<file path="src/rtl/tl_rx_fc_update_gen.sv">
// Gathers posted/non-posted/completion FC update requests plus a periodic refresh,
// arbitrates them round-robin and issues one UpdateFC snapshot at a time over valid/ready.
module tl_rx_fc_update_gen #(
    parameter int unsigned HDR_FIELD_SIZE      = 12,
    parameter int unsigned DATA_FIELD_SIZE     = 16,
    parameter int unsigned UPDATE_TIMER_CYCLES = 30000
) (
    input  logic                       clk,
    input  logic                       rst,
    input  logic                       fc_init_done,
    input  logic                       p_hdr_update,
    input  logic                       p_data_update,
    input  logic                       np_hdr_update,
    input  logic                       np_data_update,
    input  logic                       cpl_hdr_update,
    input  logic                       cpl_data_update,
    input  logic [HDR_FIELD_SIZE-1:0]  creds_alloc_hdr_p,
    input  logic [HDR_FIELD_SIZE-1:0]  creds_alloc_hdr_np,
    input  logic [HDR_FIELD_SIZE-1:0]  creds_alloc_hdr_cpl,
    input  logic [DATA_FIELD_SIZE-1:0] creds_alloc_data_p,
    input  logic [DATA_FIELD_SIZE-1:0] creds_alloc_data_np,
    input  logic [DATA_FIELD_SIZE-1:0] creds_alloc_data_cpl,
    input  logic [1:0]                 hdr_scale_in,
    input  logic [1:0]                 data_scale_in,
    output logic                       updatefc_valid,
    input  logic                       updatefc_ready,
    output logic [1:0]                 updatefc_typ,
    output logic [HDR_FIELD_SIZE-1:0]  updatefc_hdr_fc,
    output logic [DATA_FIELD_SIZE-1:0] updatefc_data_fc,
    output logic [1:0]                 updatefc_hdr_scale,
    output logic [1:0]                 updatefc_data_scale
);

    localparam int unsigned   TW         = $clog2(UPDATE_TIMER_CYCLES);
    localparam logic [TW-1:0] TIMER_LAST = TW'(UPDATE_TIMER_CYCLES - 1);
    localparam logic [1:0]    TYP_P      = 2'd0;
    localparam logic [1:0]    TYP_NP     = 2'd1;
    localparam logic [1:0]    TYP_CPL    = 2'd2;

    typedef enum logic [1:0] {
        ST_IDLE = 2'd0,
        ST_ARB  = 2'd1,
        ST_SEND = 2'd2
    } state_e;

    state_e                     state_q, state_d;
    logic [2:0]                 pend_q, pend_d;
    logic [2:0]                 upd_q, upd_d;
    logic [TW-1:0]              timer_q, timer_d;
    logic [1:0]                 rr_q, rr_d;
    logic                       valid_q, valid_d;
    logic [1:0]                 typ_q, typ_d;
    logic [HDR_FIELD_SIZE-1:0]  hdr_q, hdr_d;
    logic [DATA_FIELD_SIZE-1:0] data_q, data_d;
    logic [1:0]                 hsc_q, hsc_d;
    logic [1:0]                 dsc_q, dsc_d;

    logic                       hs;
    logic                       expire;
    logic [2:0]                 clr;
    logic [1:0]                 win;
    logic [HDR_FIELD_SIZE-1:0]  win_hdr;
    logic [DATA_FIELD_SIZE-1:0] win_data;

    // First pending type strictly after the last winner, wrapping P -> NP -> CPL -> P.
    always_comb begin
        win = TYP_P;
        case (rr_q)
            TYP_P:   win = pend_q[1] ? TYP_NP  : (pend_q[2] ? TYP_CPL : TYP_P);
            TYP_NP:  win = pend_q[2] ? TYP_CPL : (pend_q[0] ? TYP_P   : TYP_NP);
            default: win = pend_q[0] ? TYP_P   : (pend_q[1] ? TYP_NP  : TYP_CPL);
        endcase
    end

    always_comb begin
        win_hdr  = creds_alloc_hdr_p;
        win_data = creds_alloc_data_p;
        case (win)
            TYP_NP: begin
                win_hdr  = creds_alloc_hdr_np;
                win_data = creds_alloc_data_np;
            end
            TYP_CPL: begin
                win_hdr  = creds_alloc_hdr_cpl;
                win_data = creds_alloc_data_cpl;
            end
            default: ;
        endcase
    end

    always_comb begin
        state_d = state_q;
        rr_d    = rr_q;
        valid_d = valid_q;
        typ_d   = typ_q;
        hdr_d   = hdr_q;
        data_d  = data_q;
        hsc_d   = hsc_q;
        dsc_d   = dsc_q;

        hs      = (state_q == ST_SEND) && valid_q && updatefc_ready;
        expire  = fc_init_done && (timer_q == TIMER_LAST);
        clr     = hs ? (3'b001 << typ_q) : 3'b000;

        // Pulses go through one register stage; a pulse coinciding with its own
        // handshake therefore lands after the clear and re-arms the type.
        if (!fc_init_done) begin
            timer_d = '0;
            upd_d   = '0;
            pend_d  = '0;
        end else begin
            timer_d = expire ? '0 : timer_q + 1'b1;
            upd_d   = {cpl_hdr_update | cpl_data_update,
                       np_hdr_update  | np_data_update,
                       p_hdr_update   | p_data_update};
            pend_d  = (pend_q & ~clr) | upd_q | {3{expire}};
        end

        if (!fc_init_done) begin
            state_d = ST_IDLE;
            valid_d = 1'b0;
            typ_d   = '0;
            hdr_d   = '0;
            data_d  = '0;
            hsc_d   = '0;
            dsc_d   = '0;
        end else begin
            case (state_q)
                ST_IDLE: state_d = ST_ARB;
                ST_ARB: begin
                    if (|pend_q) begin
                        state_d = ST_SEND;
                        valid_d = 1'b1;
                        typ_d   = win;
                        hdr_d   = win_hdr;
                        data_d  = win_data;
                        hsc_d   = hdr_scale_in;
                        dsc_d   = data_scale_in;
                        rr_d    = win;
                    end
                end
                ST_SEND: begin
                    if (hs) begin
                        state_d = ST_ARB;
                        valid_d = 1'b0;
                    end
                end
                default: state_d = ST_IDLE;
            endcase
        end
    end

    always_ff @(posedge clk or negedge rst) begin
        if (!rst) begin
            state_q <= ST_IDLE;
            pend_q  <= '0;
            upd_q   <= '0;
            timer_q <= '0;
            rr_q    <= TYP_CPL;
            valid_q <= 1'b0;
            typ_q   <= '0;
            hdr_q   <= '0;
            data_q  <= '0;
            hsc_q   <= '0;
            dsc_q   <= '0;
        end else begin
            state_q <= state_d;
            pend_q  <= pend_d;
            upd_q   <= upd_d;
            timer_q <= timer_d;
            rr_q    <= rr_d;
            valid_q <= valid_d;
            typ_q   <= typ_d;
            hdr_q   <= hdr_d;
            data_q  <= data_d;
            hsc_q   <= hsc_d;
            dsc_q   <= dsc_d;
        end
    end

    assign updatefc_valid      = valid_q;
    assign updatefc_typ        = typ_q;
    assign updatefc_hdr_fc     = hdr_q;
    assign updatefc_data_fc    = data_q;
    assign updatefc_hdr_scale  = hsc_q;
    assign updatefc_data_scale = dsc_q;

endmodule
</file>
<file path="config.mk">
export PLATFORM = sky130hd
export DESIGN_NAME = tl_rx_fc_update_gen
export DESIGN_NICKNAME = d
export VERILOG_FILES = /design/src/rtl/tl_rx_fc_update_gen.sv
export SDC_FILE = /design/constraint.sdc
export NUM_CORES = 1
export LEC_CHECK = 0
export BUFFER_PORTS_ARGS = -buffer_cell sky130_fd_sc_hd__buf_2
export CORE_AREA = 3 3 88 90
export DETAILED_ROUTE_END_ITERATION = 10
export DIE_AREA = 0 0 91 93
export PLACE_DENSITY = 0.83
export SYNTH_ARGS = -nofsm -noshare
export SYNTH_HDL_FRONTEND = slang
export SYNTH_SLANG_ARGS = --single-unit
</file>
<file path="constraint.sdc">
create_clock -name clk -period 4.4 [get_ports clk]
set_clock_uncertainty 0.05 [all_clocks]
set_input_delay 0.88 -clock clk [delete_from_list [all_inputs] [get_ports clk]]
set_output_delay 0.88 -clock clk [all_outputs]
set_load 0.05 [all_outputs]
</file>
==> key figures <==
Status
  – Status: complete, no violations

Synth
  – Mean Syn Cell Area: 8.31 sq um
  – Post-synth EDFFs: 0
  – Leading register cell type out of synthesis: sky130_fd_sc_hd__dfrtp_1
  – Cells after Synth: 376
  – Synthesized area: 3120 sq um
  – Syn nets: 477
  – Register bit total from synthesis: 60
  – Post-synthesis async set-or-reset flop share: 100%
  – Number of distinct library cells after synthesis: 35
  – Number of warnings printed during yosys synthesis: 0
  – Sequential-to-total area share from yosys stat: 48.1%

Worst setup path
  – Worst EP required: 4.60 ns
  – CP Max Fanout: 42
  – Reg2reg setup slack: 1.75 ns
  – Critical register-to-register path startpoint: rr_q[1]$_DFFE_PN1P_
  – Capture point of the critical path: updatefc_data_fc[4]$_DFFE_PN0P_
  – Worst-path cell chain: nand2b_1 -> a21oi_1 -> a21o_1 -> ha_1 -> buf_4 -> nand2_1 -> o21ai_0 -> nand2_1 -> a21oi_1
  – Capturing point of the worst reg2reg path: updatefc_data_fc[4]$_DFFE_PN0P_
  – Critical path depth in cells: 9
  – Arrival time at the worst endpoint: 2.85 ns
  – Cell at the slowest stage of the critical path: sky130_fd_sc_hd__ha_1
  – Crit path kind: reg2reg
  – Delay of the slowest cell on the worst path: 0.96 ns
  – Kind of end point of the critical path: flip-flop
  – Kind of cell adding the most delay to the critical path: adder cells
  – Number of cells traversed by the worst register-to-register path: 9
  – Worst Setup Start Kind: flip-flop
  – Sum of buffers and inverters on the critical path: 1
  – Setup crit start: rr_q[1]$_DFFE_PN1P_

Timing
  – # setup viols final: 0
  – Minimum clock period: 2.65 ns
  – Slew of the pin with the lowest slew margin: 1.04 ns
  – Hold slack: 0.445 ns
  – Tcrit/Tclk final: 60.3%
  – Fmax achieved: 377 MHz
  – Max-slew headroom at the worst pin: 31.0%
  – RSZ-0062 raised after global routing: no
  – Count of pins over their slew limit: 0
  – Number of hold-slack violations in the final timing report: 0
  – Sum of negative setup slack: 0 ns

Clocking
  – Post_cts resized: 0
  – Clk buf depth: 2
  – Sink count of the clock tree: 60
  – Number of buffers inserted for hold repair after clock tree synthesis: 0
  – Worst-Skew Late Latency: 0.33 ns
  – Number of buffers added for setup after CTS: 0
  – CTS tree: done
  – Clock buffers created by TritonCTS: 9
  – Library cell used as clock root buffer: sky130_fd_sc_hd__clkbuf_8
  – H-Tree Depth: 3
  – Clock input transition at the sequential cells of the worst setup and hold paths: 0.07 ns

Route
  – DRC marker count from the first detailed-route iteration: 136
  – Total number of vias: 3036
  – Routed length per placed instance: 13.9 microns
  – Residual DRC count: 0
  – Number of nets with antenna violations after routing: 0
  – Final wirelength: 8400 microns
  – Detailed-router iteration count before antenna repair: 4
  – Via density per instance: 5.03

Power and ir drop
  – Lkg Pwr: 0.00195 uW
  – Peak supply drop: 250 uV
  – Power Dens Cells: 487 nW/um^2

Layout
  – Multi-input combinational cell area: 1490 sq um
  – FF/Latch Area: 1500 sq um
  – Ant. Diodes: 0
  – Fill count: 675
  – Layout cell share with drive strength beyond 1: 31.3%
  – Area added between synthesis and finish: 29.1%
  – Post-layout nets: 601

Placed design
  – IO buf count: 132
  – Post-DP HPWL: 6200 microns
  – Gpl congestion: 0.853

Global routing
  – Vias in the first global route: 3014
  – GRT overflow: 0
  – Wire length of the first global-routing pass: 13500 microns
  – Total track usage: 19.9%
  – Largest net degree at the start of global routing: 46
  – Initial antenna violation count: 0

Die
  – Area of the die: 8460 sq um
  – Number of rows created at floorplan: 31
  – Initial Util: 43.8%
  – Width of the die: 91 microns
  – Total I/O pin count: 133
  – Core outline area: 7140 sq um
  – Die Y-Extent: 93 microns

Job
  – Max-capacitance violation count: 0

Worst hold path
  – Hold/Removal Path Class: reg2reg
  – Start point of the worst min-delay path: upd_q[2]$_DFF_PN0_
layer usage:
metal  global-route usage, %  wire length [microns]
met5                       0                      0
met4                    6.66                    130
met3                    4.59                    507
met2                    35.4                   4280
met1                    23.8                   3490
cell usage in the layout, fill, tap and decap left out, drive strengths merged, types with 2 or more instances in the layout:
cell    instances
nand2          98
a22oi          29
nand2b          2
o31ai           2
ha              3
nor2           33
mux2            2
a21oi          39
nand3b          2
nand4b          2
nor3            5
nor4            3
buf           137
xnor2          12
clkinv          3
o21ai          29
nand4           4
nand3           6
inv             9
a211oi          3
dfrtp          59
clkbuf         10
final cells by class:
cell class / instances / area share, %
flip-flops and latches: 60 / 37.3
clock inverters: 5 / 1.30
clock buffers: 10 / 3.41
inverters: 9 / 0.837
well taps: 99 / 3.07
multi-input cells: 283 / 36.8
repair buffers: 137 / 17.3
where the power goes:
part / total [uW] / switching, uW / internal (uW) / leakage (uW)
logic: 825 / 558 / 267 / 0.00104
clock network: 480 / 209 / 271 / 0.0000979
registers: 659 / 44.2 / 615 / 0.000811
worst min-delay path by stage:
stage | end | slack, ns | cells past startpoint
final | pend_q[2]$_DFF_PN0_ | 0.44 | 2
after global routing | timer_q[0]$_DFF_PN0_ | 0.47 | 1
after CTS | timer_q[0]$_DFF_PN0_ | 0.45 | 1
after detailed placement | pend_q[2]$_DFF_PN0_ | 0.44 | 2
after global placement | pend_q[2]$_DFF_PN0_ | 0.42 | 2
after floorplan | pend_q[2]$_DFF_PN0_ | 0.39 | 2
worst min-delay path: stages (launching register included):
cell                       delay [ns]
sky130_fd_sc_hd__dfrtp_1         0.34
sky130_fd_sc_hd__a211oi_1        0.04
sky130_fd_sc_hd__nor2_1          0.08
stage by stage:
step / setup WS, ns / area (sq um) / std cells / utilization, % / total power, uW
floorplan: 2.25 / 3120 / 376 / - / 1270
detailed placement: 1.74 / 3840 / 588 / 53.9 / 1500
CTS: 1.73 / 4030 / 603 / 56.5 / 1980
global route: 1.47 / 4030 / 603 / 56.5 / 2110
finish: 1.75 / 4030 / 603 / 56.5 / 1960
global placement: 1.83 / 3840 / 588 / 53.9 / 1470
sequential cells by signal (all words and copies together) (netlist names), 3 cells and up:
register / flops
updatefc_data_fc: 16
timer_q: 15
updatefc_hdr_fc: 12
pend_q: 3
upd_q: 3
cells by family after synthesis:
family	Yosys count	share of synthesized area, %
multiplexers	3	1.04
adder cells (fa/ha/maj)	3	1.20
buffers and inverters	33	4.36
AND/OR/NAND/NOR	161	22.3
flip-flops	60	48.1
AO/OA/AOI/OAI	103	19.3
XOR/XNOR	13	3.64
cell usage after synthesis, types with 3 or more instances:
master	number	area share, %
sky130_fd_sc_hd__nand2_1	98	12
sky130_fd_sc_hd__dfrtp_1	59	47
sky130_fd_sc_hd__a21oi_1	39	6.2
sky130_fd_sc_hd__nor2_1	33	4.0
sky130_fd_sc_hd__a22oi_1	29	7.0
sky130_fd_sc_hd__o21ai_0	29	4.6
sky130_fd_sc_hd__clkbuf_1	15	1.8
sky130_fd_sc_hd__xnor2_1	12	3.4
sky130_fd_sc_hd__inv_1	8	0.96
sky130_fd_sc_hd__nand3_1	6	0.96
sky130_fd_sc_hd__nor3_1	5	0.80
sky130_fd_sc_hd__buf_1	4	0.48
sky130_fd_sc_hd__buf_2	4	0.64
sky130_fd_sc_hd__nand4_1	4	0.80
sky130_fd_sc_hd__a211oi_1	3	0.72
sky130_fd_sc_hd__ha_1	3	1.2
Note: power is estimated with default switching activity, not from simulation.
